<file path="config.mk">
export PLATFORM = sky130hd
export DESIGN_NAME = fir_tap_sequencer
export DESIGN_NICKNAME = d
export VERILOG_FILES = /design/src/rtl/fir_tap_sequencer.sv
export SDC_FILE = /design/constraint.sdc
export NUM_CORES = 1
export LEC_CHECK = 0
export ABC_AREA = 0
export ABC_CLOCK_PERIOD_IN_PS = 9300
export CAP_MARGIN = 20
export CORE_AREA = 2 2 191 193
export CTS_BUF_LIST = sky130_fd_sc_hd__clkbuf_4 sky130_fd_sc_hd__clkbuf_8
export CTS_CLUSTER_DIAMETER = 40
export DETAILED_ROUTE_END_ITERATION = 10
export DIE_AREA = 0 0 193 195
export PLACE_DENSITY = 0.71
export SLEW_MARGIN = 25
export SYNTH_ARGS = -nofsm -noshare
export SYNTH_HDL_FRONTEND = slang
export SYNTH_SLANG_ARGS = --single-unit
</file>
<file path="constraint.sdc">
create_clock -name clk -period 9.3 [get_ports clk]
set_clock_uncertainty 0.15 [all_clocks]
set_input_delay 0.93 -clock clk [delete_from_list [all_inputs] [get_ports clk]]
set_output_delay 0.93 -clock clk [all_outputs]
set_load 0.03 [all_outputs]
</file>
<file path="src/rtl/fir_tap_sequencer.sv">
// Time-multiplexed FIR: one shared saturating multiply/accumulate lane walks taps 0..TAPS-1 in order.
// Result registers TAPS cycles after accept and is held until out_ready; inputs are refused while busy.
module fir_tap_sequencer #(
   parameter int TAPS = 4,
   parameter int W    = 16
) (
   input  logic              clk,
   input  logic              rst,
   input  logic [TAPS*W-1:0] coefs,
   input  logic [W-1:0]      in_data,
   input  logic              in_valid,
   output logic              in_ready,
   output logic [W-1:0]      out_data,
   output logic              out_valid,
   input  logic              out_ready
);
   localparam int IW = (TAPS > 1) ? $clog2(TAPS) : 1;
   localparam logic [W-1:0] MAXV = {1'b0, {(W-1){1'b1}}};
   localparam logic [W-1:0] MINV = {1'b1, {(W-1){1'b0}}};
   localparam logic signed [2*W-1:0] MAXV_WIDE = {{(W+1){1'b0}}, {(W-1){1'b1}}};

   typedef enum logic [1:0] {IDLE, MAC, DONE} state_t;

   state_t              r_state;
   logic signed [W-1:0] r_x [TAPS];
   logic signed [W-1:0] r_c [TAPS];
   logic [W-1:0]        r_acc;
   logic [IW-1:0]       r_idx;

   logic                  w_accept;
   logic signed [2*W-1:0] w_cw;
   logic signed [2*W-1:0] w_xw;
   logic signed [2*W-1:0] w_prod;
   logic signed [2*W-1:0] w_shift;
   logic [W-1:0]          w_mul;
   logic [W:0]            w_sum;
   logic [W-1:0]          w_sum_sat;

   assign in_ready = (r_state == IDLE) && !rst;
   assign w_accept = in_valid && in_ready;

   // Only min*min can exceed the positive range after the Q-format shift.
   always_comb begin
      w_cw    = {{W{r_c[r_idx][W-1]}}, r_c[r_idx]};
      w_xw    = {{W{r_x[r_idx][W-1]}}, r_x[r_idx]};
      w_prod  = w_cw * w_xw;
      w_shift = w_prod >>> (W-1);
      w_mul   = (w_shift > MAXV_WIDE) ? MAXV : w_shift[W-1:0];
      w_sum   = {r_acc[W-1], r_acc} + {w_mul[W-1], w_mul};
      if (w_sum[W] ^ w_sum[W-1]) begin
         w_sum_sat = r_acc[W-1] ? MINV : MAXV;
      end else begin
         w_sum_sat = w_sum[W-1:0];
      end
   end

   always_ff @(posedge clk) begin
      if (rst) begin
         r_state <= IDLE;
         for (int k = 0; k < TAPS; k++) begin
            r_x[k] <= '0;
            r_c[k] <= '0;
         end
         r_acc     <= '0;
         r_idx     <= '0;
         out_valid <= 1'b0;
         out_data  <= '0;
      end else begin
         case (r_state)
            IDLE: begin
               if (w_accept) begin
                  r_x[0] <= in_data;
                  for (int k = 1; k < TAPS; k++) begin
                     r_x[k] <= r_x[k-1];
                  end
                  for (int k = 0; k < TAPS; k++) begin
                     r_c[k] <= coefs[k*W +: W];
                  end
                  r_acc   <= '0;
                  r_idx   <= '0;
                  r_state <= MAC;
               end
            end
            MAC: begin
               r_acc <= w_sum_sat;
               if (r_idx == IW'(TAPS-1)) begin
                  r_idx     <= '0;
                  out_data  <= w_sum_sat;
                  out_valid <= 1'b1;
                  r_state   <= DONE;
               end else begin
                  r_idx <= r_idx + IW'(1);
               end
            end
            DONE: begin
               if (out_ready) begin
                  out_valid <= 1'b0;
                  r_state   <= IDLE;
               end
            end
            default: r_state <= IDLE;
         endcase
      end
   end
endmodule

</file>
======== Word-level counts from Yosys, hierarchy flattened ========
Memories as Yosys holds them, arrays and structs flattened. A register that Yosys moved wholly into a read port is not among the register bits.
Cells that the tools add are included.
storage, ports and cells
  output and inout bits ................... 18
  logic and storage cells ................. 69
  RAM bits ................................ 128
  register bits ........................... 37
  memories ................................ 2
memories
  name  depth  width  rd ports  clocked after memory_dff  wr ports  line  RTL
  r_c   4      16     1         1                         4         26    logic signed [W-1:0] r_c [TAPS];
  r_x   4      16     4         1                         4         25    logic signed [W-1:0] r_x [TAPS];
cells by class
  add/sub/neg operators ................... 2
  multiply operators ...................... 1
  bitwise logic cells ..................... 9
  order comparisons ....................... 1
  equal/unequal tests ..................... 6
  reduce and logical (&&, ||, !) cells .... 10
  multiplexer cells ....................... 33
operator list
  operator              number
  $mux 16               12
  $mul 16x16->32        1
  $pmux 16 s2           1
  $mux 2                9
  $add 16x16->17        1
  $gt 17x16->1 const B  1
  $mux 1                8
  $or 1x1->1            8
  $ne 2x2->1 const B    3
  $pmux 2 s3            1
  $reduce_and 3->1      2
  $eq 2x2->1 const B    2
  $pmux 2 s2            1
  $reduce_and 2->1      2
  $reduce_bool 2->1     2
  $add 2x1->2 const B   1
  $eq 2x1->1 const B    1
  $logic_and 1x1->1     2
  $logic_not 2->1       1
  $pmux 1 s2            1
  $logic_not 1->1       1
  $xor 1x1->1           1

======== Longest topological paths before layout ========
  depth in word-level cells ............... 8
  gate-level depth with buffers ........... 42

======== Worst setup path after synthesis ========
OpenSTA, ideal clock, no wires.
  kind .................................... register to register
  start point ............................. reg with a tool-made name
  end point ............................... reg r_acc[13]
  data required time ...................... 9.090 ns
  cell stages (with the launch flop) ...... 41
  setup time .............................. 0.060 ns
  buffers on the path ..................... 6
  setup slack ............................. -0.968 ns
  arrival time ............................ 10.058 ns
  cells stage by stage .................... dfxtp_1 > buf_2 > buf_1 > clkbuf_1 > mux2i_1 > nand2_1 > o21ai_1 > clkbuf_1 > nor2_1 > fa_1 > inv_1 > fa_1 > fa_1 > inv_1 > fa_1 > fa_1 > inv_1 > fa_1 > [5 not listed] > o22ai_1 > or2_1 > o311ai_1 > and2_4 > buf_4 > nand2b_1 > ha_1 > inv_1 > fa_1 > nor2b_1 > o31a_1 > o211ai_1 > o31ai_1 > o32a_1 > o21ai_1 > nor2_1 > clkbuf_1 > a221o_1
RTL lines
  item                  line  RTL
  to (signal assigned)  85    r_acc <= w_sum_sat;
  to (decl)             27    logic [W-1:0] r_acc;

==> qor.txt <==
status -> finished with violations
failing checks -> negative setup slack
fin crit share -> 1.01
Crit Path Max Fanout -> 7
Worst Path Arrival -> 9.54 ns
first-pass GRT wire length -> 77500 um
Die H -> 195 um
Hold Buf Count CTS -> 0
initial antenna violation count -> 0
Starting Density -> 0.496
cts bufs inserted -> 17
vias in the first global route -> 14700
Setup CP Type -> reg2reg
synth top area cells -> fa_1 30%, edfxtp_1 22%, ha_1 6.8%, inv_1 6.6%, and3_1 4.6%
number of synthesized flops with an enable pin -> 128
drt drc -> 0
Synth area leader -> fa_1
sequential area share after synthesis -> 0.263
CP peak stage delay -> 0.56 ns
Die Wd -> 193 um
most frequent cells in the layout -> 302 x inv_1, 247 x fa_1, 237 x buf_4, 147 x nand2_1, 134 x nor2_1
final setup vio count -> 27
largest delay contributor family on the critical path -> adder cells
Async S/R FF share, synth -> 0
FMAX -> 107 MHz
Vias -> 13700
GPL Wtd Cong -> 0.946
synthesized instance count -> 1740
First-pass DRT Iterations -> 5
layout cells sized above 1 -> 0.235
area delta synth->final -> 27.8%
Mapped Area -> 17600 um2
most common cell after layout, fill and taps aside -> inv_1
worst setup margin -> -0.0586 ns
Final min period -> 9.36 ns
final core utilization -> 0.634
max-slew violation count -> 0
1st-iter DRT viols -> 1071
Clock transition at path regs -> 0.11 ns
DRT antenna net count -> 0
Main synth FF type -> edfxtp_1
max_cap viols -> 0
final WL -> 48600 um
clock root buffer -> clkbuf_8
syn_area_per_cell -> 10.1 um2
slowest CP cell -> fa_1
via/cell ratio -> 5.43
die area -> 37600 um2
clock sink count -> 167
number of diodes -> 0
Fin. Hold Viols -> 0
relative slew slack -> 0.317
yosys warns -> 0
I/O pin count -> 102
clk buf depth -> 2
FP Rows -> 69
IO Port Bufs -> 101
Top cell by count, worst path -> fa_1
largest net degree at the start of global routing -> 132
core area -> 35400 um2
Hold WC Path Type -> reg2reg
Worst setup EP type -> flop
Synth cell types -> 64
Slew @ Worst Pin -> 1.03 ns
grt total ovfl -> 0
top-area cell type share of the netlist area -> 0.299
RSZ-0062 raised after global routing -> true
H-tree depth -> 4
CTS tree -> yes
latest clock arrival within the worst-skew pair -> 0.49 ns
net count after synthesis -> 2182
GRT Overall Usage -> 0.270
Buf+Inv Stages, Crit Path -> 10
Startpoint Class -> flop
hpwl dp -> 37100 um
wire per inst -> 19.2 um
Yosys reg bits -> 167
Nets -> 2499
worst path required time -> 9.48 ns
==> final timing paths <==
check	from	to	slack, ns	cells past startpoint
hold reg to reg	r_acc[9]$_SDFFE_PP0P_	r_acc[9]$_SDFFE_PP0P_	0.36	1
setup reg to reg	flop	out_data[4]$_SDFFE_PP0P_	-0.06	36
hold / removal	r_acc[9]$_SDFFE_PP0P_	r_acc[9]$_SDFFE_PP0P_	0.36	1
setup / recovery	flop	out_data[4]$_SDFFE_PP0P_	-0.06	36
==> cell usage after synthesis (12+ instances only) <==
cell,count
a21o_1,14
a21oi_1,34
a221o_1,16
and2_1,34
and3_1,130
clkbuf_1,72
dfxtp_1,39
edfxtp_1,128
fa_1,262
ha_1,96
inv_1,310
mux2_2,23
mux2i_1,25
mux4_2,12
nand2_1,155
nand2b_1,22
nor2_1,141
o21a_1,22
o21ai_0,36
o21ai_1,17
xnor2_1,26
==> metrics by stage <==
step	hold slack [ns]	area, um2	setup WS, ns	cells	TNS [ns]
4_1_cts	0.350	21700	-0.0437	2506	-0.430
3_5_place_dp	0.328	20600	-0.320	2437	-7.93
2_1_floorplan	0.313	17700	0.00861	1740	0
6_report	0.359	22500	-0.0586	2531	-0.780
5_1_grt	0.402	22500	-0.318	2531	-8.52
3_3_place_gp	0.324	20600	-0.174	2437	-4.13
==> registers in the layout, indices dropped and copies added, names as in the netlist, named ones only <==
| register | flops |
|---|---|
| r_c | 64 |
| r_state | 2 |
| r_x | 64 |
| r_acc | 16 |
| r_idx | 2 |
| out_data | 16 |
| out_valid | 1 |
==> repair_timing <==
action,in CTS,in global routing
buffers inserted,33,28
cloned,5,1
pin swaps,43,78
gates resized for setup,79,121
endpoints found under the setup margin,32,32
==> logic make-up (layout without fill, tap and decap cells) <==
logic type	after synthesis	in the layout	share of synthesized area
and+or+nand+nor	528	529	0.146
buffers and inverters	395	724	0.0852
adders and majority gates	358	358	0.367
AOI/OAI and AO/OA	197	197	0.0768
DFF	167	167	0.263
muxes	60	60	0.0444
xor gates and xnor gates	35	35	0.0174
==> area by class of cell <==
type,count,area [um2]
Clock buffer,18,241
Clock inverter,14,173
Fill cell,2851,12900
Inverter,310,1170
Multi-Input combinational cell,1179,12200
Sequential cell,167,4630
Tap cell,461,577
Timing Repair Buffer,382,3440
==> worst reg2reg max path, delay by kind of cell (launching register included) <==
| family | cells | cell delay, ns |
|---|---|---|
| flops | 1 | 0.42 |
| simple gates | 5 | 1.06 |
| buf+inv | 10 | 1.15 |
| mux | 1 | 0.31 |
| fa+ha+maj | 8 | 3.44 |
| compound gates | 12 | 2.70 |
==> layer usage <==
layer | part of all wire | track usage | up-vias
li1 | - | - | 6293
met1 | 0.42 | 0.364 | 6919
met3 | 0.054 | 0.0349 | 96
met5 | 0 | 0 | -
met4 | 0.034 | 0.0946 | 0
met2 | 0.49 | 0.449 | 424
Power is not shown: default switching activity piles up to over one toggle a cycle in this logic, so the estimate is an artifact.
